$ cat src/rtl/multi_op_register_pkg.sv
`default_nettype none
// ------------------------------------------------------------------
// multi_op_register_pkg : op codes and FSM states for multi_op_register
// Revision: 1.0
// ------------------------------------------------------------------
package multi_op_register_pkg;

  typedef enum logic [2:0] {
    NOP  = 3'd0,
    LOAD = 3'd1,
    INC  = 3'd2,
    DEC  = 3'd3,
    ROR  = 3'd4,
    ROL  = 3'd5,
    SHR  = 3'd6,
    SHL  = 3'd7
  } op_t;

  typedef enum logic [0:0] {
    IDLE = 1'b0,
    STEP = 1'b1
  } state_t;

endpackage
`default_nettype wire

$ cat src/rtl/multi_op_register_step.sv
`default_nettype none
// ------------------------------------------------------------------
// multi_op_register_step : one-bit shift/rotate step, purely combinational
// Revision: 1.0
// ------------------------------------------------------------------
module multi_op_register_step
  import multi_op_register_pkg::*;
#(
  parameter int WIDTH = 8
) (
  input  op_t              op_i,
  input  logic [WIDTH-1:0] q_i,
  input  logic             serial_i,
  output logic [WIDTH-1:0] q_o,
  output logic             carry_o
);

  always_comb begin
    q_o     = q_i;
    carry_o = 1'b0;
    case (op_i)
      ROR: begin
        q_o     = {q_i[0], q_i[WIDTH-1:1]};
        carry_o = q_i[0];
      end
      ROL: begin
        q_o     = {q_i[WIDTH-2:0], q_i[WIDTH-1]};
        carry_o = q_i[WIDTH-1];
      end
      SHR: begin
        q_o     = {serial_i, q_i[WIDTH-1:1]};
        carry_o = q_i[0];
      end
      SHL: begin
        q_o     = {q_i[WIDTH-2:0], serial_i};
        carry_o = q_i[WIDTH-1];
      end
      default: begin
        q_o     = q_i;
        carry_o = 1'b0;
      end
    endcase
  end

endmodule
`default_nettype wire

$ cat src/rtl/multi_op_register.sv
`default_nettype none
// ------------------------------------------------------------------
// multi_op_register : load/inc/dec/shift/rotate register, multi-bit shifts one bit per cycle
// Revision: 1.0
// ------------------------------------------------------------------
module multi_op_register
  import multi_op_register_pkg::*;
#(
  parameter  int WIDTH = 8,
  localparam int AMT_W = $clog2(WIDTH)
) (
  input  logic             clk,
  input  logic             reset_n,
  input  logic             clr,
  input  logic             op_valid,
  output logic             op_ready,
  input  op_t              op,
  input  logic [AMT_W-1:0] amount,
  input  logic             serial_in,
  input  logic [WIDTH-1:0] D,
  output logic [WIDTH-1:0] Q,
  output logic             carry,
  output logic             zero,
  output logic             done
);

  state_t           state_q, state_d;
  op_t              op_lat_q, op_lat_d;
  logic [AMT_W-1:0] rem_q, rem_d;
  logic [WIDTH-1:0] q_q, q_d;
  logic             carry_q, carry_d;
  logic             done_q, done_d;

  op_t              step_op;
  logic [WIDTH-1:0] step_q;
  logic             step_carry;
  logic [WIDTH:0]   inc_sum;
  logic [WIDTH:0]   dec_diff;

  // The step unit serves both the acceptance edge and the STEP state.
  assign step_op = (state_q == STEP) ? op_lat_q : op;

  multi_op_register_step #(
    .WIDTH (WIDTH)
  ) u_step (
    .op_i     (step_op),
    .q_i      (q_q),
    .serial_i (serial_in),
    .q_o      (step_q),
    .carry_o  (step_carry)
  );

  assign inc_sum  = {1'b0, q_q} + (WIDTH+1)'(1);
  assign dec_diff = {1'b0, q_q} - (WIDTH+1)'(1);

  always_comb begin
    state_d  = state_q;
    op_lat_d = op_lat_q;
    rem_d    = rem_q;
    q_d      = q_q;
    carry_d  = carry_q;
    done_d   = 1'b0;
    if (clr) begin
      state_d = IDLE;
      q_d     = '0;
      carry_d = 1'b0;
    end else if (state_q == STEP) begin
      q_d     = step_q;
      carry_d = step_carry;
      rem_d   = rem_q - AMT_W'(1);
      if (rem_q == AMT_W'(1)) begin
        state_d = IDLE;
        done_d  = 1'b1;
      end
    end else if (op_valid) begin
      done_d = 1'b1;
      case (op)
        NOP: ;
        LOAD: begin
          q_d     = D;
          carry_d = 1'b0;
        end
        INC: {carry_d, q_d} = inc_sum;
        DEC: {carry_d, q_d} = dec_diff;
        default: begin
          if (amount != '0) begin
            q_d     = step_q;
            carry_d = step_carry;
            if (amount > AMT_W'(1)) begin
              state_d  = STEP;
              op_lat_d = op;
              rem_d    = amount - AMT_W'(1);
              done_d   = 1'b0;
            end
          end
        end
      endcase
    end
  end

  always_ff @(posedge clk or negedge reset_n) begin
    if (!reset_n) begin
      state_q  <= IDLE;
      op_lat_q <= NOP;
      rem_q    <= '0;
      q_q      <= '0;
      carry_q  <= 1'b0;
      done_q   <= 1'b0;
    end else begin
      state_q  <= state_d;
      op_lat_q <= op_lat_d;
      rem_q    <= rem_d;
      q_q      <= q_d;
      carry_q  <= carry_d;
      done_q   <= done_d;
    end
  end

  assign op_ready = (state_q == IDLE);
  assign Q        = q_q;
  assign carry    = carry_q;
  assign zero     = (q_q == '0);
  assign done     = done_q;

endmodule
`default_nettype wire

$ cat config.mk
export PLATFORM = sky130hd
export DESIGN_NAME = multi_op_register
export DESIGN_NICKNAME = d
export VERILOG_FILES = /design/src/rtl/multi_op_register_pkg.sv /design/src/rtl/multi_op_register_step.sv /design/src/rtl/multi_op_register.sv
export SDC_FILE = /design/constraint.sdc
export NUM_CORES = 1
export LEC_CHECK = 0
export CAP_MARGIN = 20
export CORE_MARGIN = 10
export CORE_UTILIZATION = 50
export CTS_BUF_LIST = sky130_fd_sc_hd__clkbuf_8
export DETAILED_ROUTE_END_ITERATION = 12
export PLACE_DENSITY = 0.77
export SLEW_MARGIN = 20
export SYNTH_ARGS = -nofsm -noshare
export SYNTH_HDL_FRONTEND = slang
export SYNTH_SLANG_ARGS = --single-unit
$ cat constraint.sdc
create_clock -name clk -period 2.3 [get_ports clk]
set_clock_uncertainty 0.1 [all_clocks]
set_input_delay 0.23 -clock clk [delete_from_list [all_inputs] [get_ports clk]]
set_output_delay 0.23 -clock clk [all_outputs]
set_load 0.05 [all_outputs]
==> flow_summary.json, run 1 <==
{
  "status": "complete, no violations",
  "synth_area_um2": 1680,
  "period_share": 0.913,
  "maxSlewHeadroom": 0.641,
  "grt_overflow": 0,
  "io-pin-count": 31,
  "critPathLaunchType": "flip-flop",
  "cts_setup_buffers": 0,
  "synth.distinct_cells": 52,
  "drt-vias-per-instance": 6.13,
  "ys_seq_area_frac": 0.253,
  "path_cells": "clkdlybuf4s50_1",
  "syn_inst": 206,
  "dominantRegCellSynth": "dfrtp_1",
  "hold_path_class": "input port to async pin",
  "path_delay_family": "buffers and inverters",
  "firstDrtPassIters": 5,
  "clock_latency_ns": 0.26,
  "finalHoldViolCount": 0,
  "cts_buffer_depth": 2,
  "cap_violations": 0,
  "max_freq_ghz": 0.476,
  "wl_per_cell_um": 17.3,
  "cp_slowest_cell": "clkdlybuf4s50_1",
  "port_buffers": 30,
  "path_max_fanout": 14,
  "die_height_um": 78.0,
  "drive_gt1_frac": 0.164,
  "ant_nets": 0,
  "finalMaxSlewViolations": 0,
  "place_hpwl_um": 3830,
  "final_cell_mix": "clkdlybuf4s50_1 (28), buf_4 (27), dfrtp_1 (17)",
  "end_kind": "output port",
  "fillCellCount": 301,
  "multiInputGateArea_um2": 1150,
  "synth_nets": 233,
  "p_per_area_nw_per_um2": 593,
  "start_util": 0.512,
  "power_uw": 1310,
  "yosysWarnings": 0,
  "route.detailed.drc": 0,
  "area_growth_pct": 30.8,
  "stdcell_area_um2": 2200,
  "ys_seq_elements": 17,
  "avgSynthCellArea_um2": 8.17,
  "gp_congestion": 0.906,
  "tns_ns": 0,
  "grt_max_degree": 18,
  "p_leak_uw": 0.000911,
  "path_buf_inv": 1,
  "path_class": "flip-flop to output port",
  "num_vias": 1813,
  "final_common_cell": "clkdlybuf4s50_1",
  "async_reset_ff_frac": 1.00,
  "finalSetupViolCount": 0,
  "cts_resized": 0,
  "yosysTopAreaCell": "dfrtp_1",
  "numClockSinks": 17,
  "synth_top_area_share": 0.253,
  "path_clk_slew_ns": 0.08,
  "die_x_um": 78.0,
  "rsz0062_at_grt": "false",
  "synthTopCellsByArea": "dfrtp_1 (25%), ha_1 (5.9%), mux2i_1 (4.2%)",
  "period_needed_ns": 2.10,
  "dieArea_um2": 6090,
  "cts_tree": "done",
  "nNetsFinal": 278,
  "slowest_delay_ns": 0.89,
  "arrival_ns": 1.77,
  "ir_drop_v": 0.000294,
  "antenna_found_initial": 0,
  "worst_pin_slew_ns": 0.538,
  "core_region_area_um2": 3280,
  "synth-edff-count": 0,
  "drtIter0Drc": 223,
  "placed_cell_area_um2": 2160,
  "n_antenna_cell": 0,
  "regArea_um2": 425,
  "cts_buffers": 3,
  "holdBufCountCts": 0,
  "rows": 21,
  "grt_pass1_vias": 1706,
  "grt_pass1_wl_um": 8500,
  "cp_data_required_time_ns": 1.97,
  "cts-root-buf": "clkbuf_8",
  "drt_wl_total_um": 5110,
  "fin_util": 0.670,
  "grt.total_usage": 0.166,
  "cts-htree-levels": 1
}
## power breakdown
group          total [µW]  internal [µW]  leakage (µW)  switching, µW
clock network         236            119     0.0000269            117
registers             428            350      0.000214           77.7
logic                 642            282      0.000670            360
total                1310            751      0.000911            554
## worst paths after layout
| path | start | endpoint | slack, ns | cells past startpoint |
|---|---|---|---|---|
| setup / recovery | Q[4]$_DFFE_PN0P_ | Q[4] | 0.20 | 1 |
| hold / removal | reset_n | Q[1]$_DFFE_PN0P_ | 0.19 | 2 |
| setup reg to reg | Q[0]$_DFFE_PN0P_ | carry$_DFFE_PN0P_ | 0.20 | 7 |
| hold reg to reg | rem_q[1]$_DFFE_PN0P_ | rem_q[1]$_DFFE_PN0P_ | 0.39 | 2 |
| max in group asynchronous | reset_n | done$_DFF_PN0_ | 1.69 | 2 |
| min in group clk | rem_q[1]$_DFFE_PN0P_ | rem_q[1]$_DFFE_PN0P_ | 0.39 | 2 |
## state kept, by name, summed over array words and instances, names as in the netlist
register	cells
carry	1
state_q	1
rem_q	3
Q	8
op_lat_q	3
done	1
## cells in the mapped netlist, types with 2 or more instances
cell type  count
a211o_1        4
a211oi_1       6
a21oi_1       12
a221oi_1       4
a22o_1         3
a311o_1        2
a31oi_1        5
clkbuf_1      12
dfrtp_1       17
ha_1           8
inv_1         10
mux2_2         5
mux2i_1        7
nand2_1       10
nand2b_1       3
nand3_1        7
nand3b_1       3
nand4_1        2
nor2_1        16
nor2b_1        8
nor3_1         9
nor3b_1        3
o211ai_1       4
o21ai_0       13
o22ai_1        2
o31ai_1        2
xnor2_1        2
xor2_1         3
## worst reg2reg max path, stage by stage (launching register included)
cell	delay, ns
dfrtp_1	0.51
inv_1	0.13
ha_1	0.17
nor3b_1	0.46
nand3_1	0.18
nor2_1	0.11
o21ai_1	0.09
a211oi_1	0.25
## logic make-up (layout without fill, tap and decap cells)
logic type / after synthesis / count (layout) / share of synthesized area
compound gates: 66 / 66 / 0.279
xor+xnor: 5 / 5 / 0.0260
fa+ha+maj: 8 / 8 / 0.0595
buf+inv: 26 / 70 / 0.0647
flops: 17 / 17 / 0.253
mux: 13 / 13 / 0.0833
simple gates: 71 / 71 / 0.235
## routing by layer
metal | vias to the layer above | part of all wire | track usage
li1 | 863 | - | -
met1 | 862 | 0.45 | 0.215
met2 | 72 | 0.48 | 0.274
met3 | 16 | 0.044 | 0.0216
met4 | 0 | 0.027 | 0.0627
met5 | - | 0 | 0
## stage by stage
stage               cells  hold slack, ns  setup slack [ns]
floorplan             206          -0.166             0.107
detailed placement    292           0.382            0.0494
global route          296           0.232             0.108
CTS                   296           0.209             0.196
global placement      292           0.367            0.0947
finish                296           0.195             0.201
## layout make-up
type,instances,area share
sequential,17,0.193
clock buffer,3,0.0188
clock inverter,1,0.00171
tap,46,0.0262
multi-input combinational,163,0.522
inverter,11,0.0188
timing repair buffer,55,0.219
(Power assumes the default switching activity.)
==> run 2: changes to the inputs <==
--- a/config.mk
+++ b/config.mk
@@ -7,10 +7,9 @@
 export LEC_CHECK = 0
 export CAP_MARGIN = 20
 export CORE_MARGIN = 10
-export CORE_UTILIZATION = 50
+export CORE_UTILIZATION = 25
 export CTS_BUF_LIST = sky130_fd_sc_hd__clkbuf_8
 export DETAILED_ROUTE_END_ITERATION = 12
-export PLACE_DENSITY = 0.77
 export SLEW_MARGIN = 20
 export SYNTH_ARGS = -nofsm -noshare
 export SYNTH_HDL_FRONTEND = slang
==> flow_summary.json, run 2 (same netlist as run 1, synthesis figures left out) <==
{
  "period_needed_ns": 2.11,
  "path_cells": "inv_1 > buf_4 > ha_1 > and4b_1 > buf_12",
  "cts_setup_buffers": 0,
  "core_region_area_um2": 6460,
  "clock_latency_ns": 0.26,
  "grt_pass1_wl_um": 9320,
  "reg2reg_from": "Q[0]$_DFFE_PN0P_",
  "fillCellCount": 686,
  "antenna_found_initial": 0,
  "cts_tree": "done",
  "slowest_delay_ns": 0.61,
  "finalSetupViolCount": 0,
  "wl_per_cell_um": 17.0,
  "reg2regPathDepth": 7,
  "max_freq_ghz": 0.473,
  "path_buf_inv": 3,
  "end_kind": "output port",
  "fin_util": 0.350,
  "num_vias": 1777,
  "reg2reg_slack_ns": 0.23,
  "drive_gt1_frac": 0.171,
  "holdBufCountCts": 0,
  "final_common_cell": "clkdlybuf4s50_1",
  "cts_resized": 0,
  "p_per_area_nw_per_um2": 593,
  "largest_reg_flops": 8,
  "grt_pass1_vias": 1800,
  "p_leak_uw": 0.000918,
  "n_antenna_cell": 0,
  "stdcell_area_um2": 2260,
  "numClockSinks": 17,
  "cp_data_required_time_ns": 1.97,
  "path_delay_family": "flip-flops",
  "period_share": 0.918,
  "rsz0062_at_grt": "false",
  "final_cell_mix": "clkdlybuf4s50_1 (28), buf_4 (27), dfrtp_1 (17)",
  "grt_overflow": 0,
  "gp_congestion": 0.862,
  "status": "complete, no violations",
  "grt.total_usage": 0.110,
  "timing.rr.end": "Q[1]$_DFFE_PN0P_",
  "place_hpwl_um": 4200,
  "worst_pin_slew_ns": 0.566,
  "path_max_fanout": 12,
  "crit_cells": 5,
  "cts_buffers": 3,
  "drt_wl_total_um": 5580,
  "nNetsFinal": 279,
  "tns_ns": 0,
  "cp_slowest_cell": "dfrtp_1",
  "grt_max_degree": 18,
  "route.detailed.drc": 0,
  "die_x_um": 102,
  "io-pin-count": 31,
  "rows": 29,
  "cts_buffer_depth": 2,
  "cap_violations": 0,
  "finalHoldViolCount": 0,
  "ir_drop_v": 0.000369,
  "drtIter0Drc": 190,
  "placed_cell_area_um2": 2210,
  "firstDrtPassIters": 4,
  "path_clk_slew_ns": 0.08,
  "path_class": "flip-flop to output port",
  "critPathLaunchType": "flip-flop",
  "ant_nets": 0,
  "finalMaxSlewViolations": 0,
  "die_height_um": 102,
  "drt-vias-per-instance": 5.42,
  "port_buffers": 30,
  "cts-root-buf": "clkbuf_8",
  "area_growth_pct": 34.3,
  "hold_path_class": "input port to async pin",
  "maxSlewHeadroom": 0.622,
  "dieArea_um2": 10400,
  "cts-htree-levels": 1,
  "start_util": 0.261,
  "arrival_ns": 1.78
}
[run 2: cell type report]
cell class | instances | area (µm²) | share of cell area
clock buffers | 3 | 41.3 | 0.0183
clock inverters | 1 | 5.00 | 0.00221
inverters | 11 | 41.3 | 0.0183
multi-input cells | 163 | 1150 | 0.508
flip-flops and latches | 17 | 425 | 0.188
well taps | 77 | 96.3 | 0.0426
repair buffers | 56 | 503 | 0.222
[run 2: worst max path at each step]
stage,slack (ns),start,to
after CTS,0.19,Q[0]$_DFFE_PN0P_,zero
after global routing,0.03,Q[0]$_DFFE_PN0P_,Q[1]$_DFFE_PN0P_
after global placement,0.1,op[0],Q[6]$_DFFE_PN0P_
final,0.19,Q[0]$_DFFE_PN0P_,zero
after detailed placement,0.03,op[0],Q[1]$_DFFE_PN0P_
after floorplan,0.11,Q[0]$_DFFE_PN0P_,Q[2]$_DFFE_PN0P_
[run 2: stage by stage]
| step | hold slack, ns | cells | setup WS [ns] | total power [µW] |
|---|---|---|---|---|
| global placement | 0.377 | 324 | 0.0972 | 1080 |
| global route | 0.216 | 328 | 0.0284 | 1430 |
| floorplan | -0.166 | 206 | 0.107 | 837 |
| detailed placement | 0.378 | 324 | 0.0349 | 1100 |
| CTS | 0.199 | 328 | 0.188 | 1350 |
| finish | 0.196 | 328 | 0.187 | 1340 |
[run 2: report_power, final]
part | switching [µW] | internal [µW]
registers | 72.9 | 350
logic | 372 | 299
clock network | 127 | 121
total | 572 | 769
[run 2: routing by layer]
metal | track usage | share of wire | vias to the layer above
met5 | 0 | 0 | -
met4 | 0.0358 | 0.011 | 0
met3 | 0.0202 | 0.058 | 4
met2 | 0.182 | 0.48 | 63
met1 | 0.141 | 0.45 | 846
li1 | - | - | 864
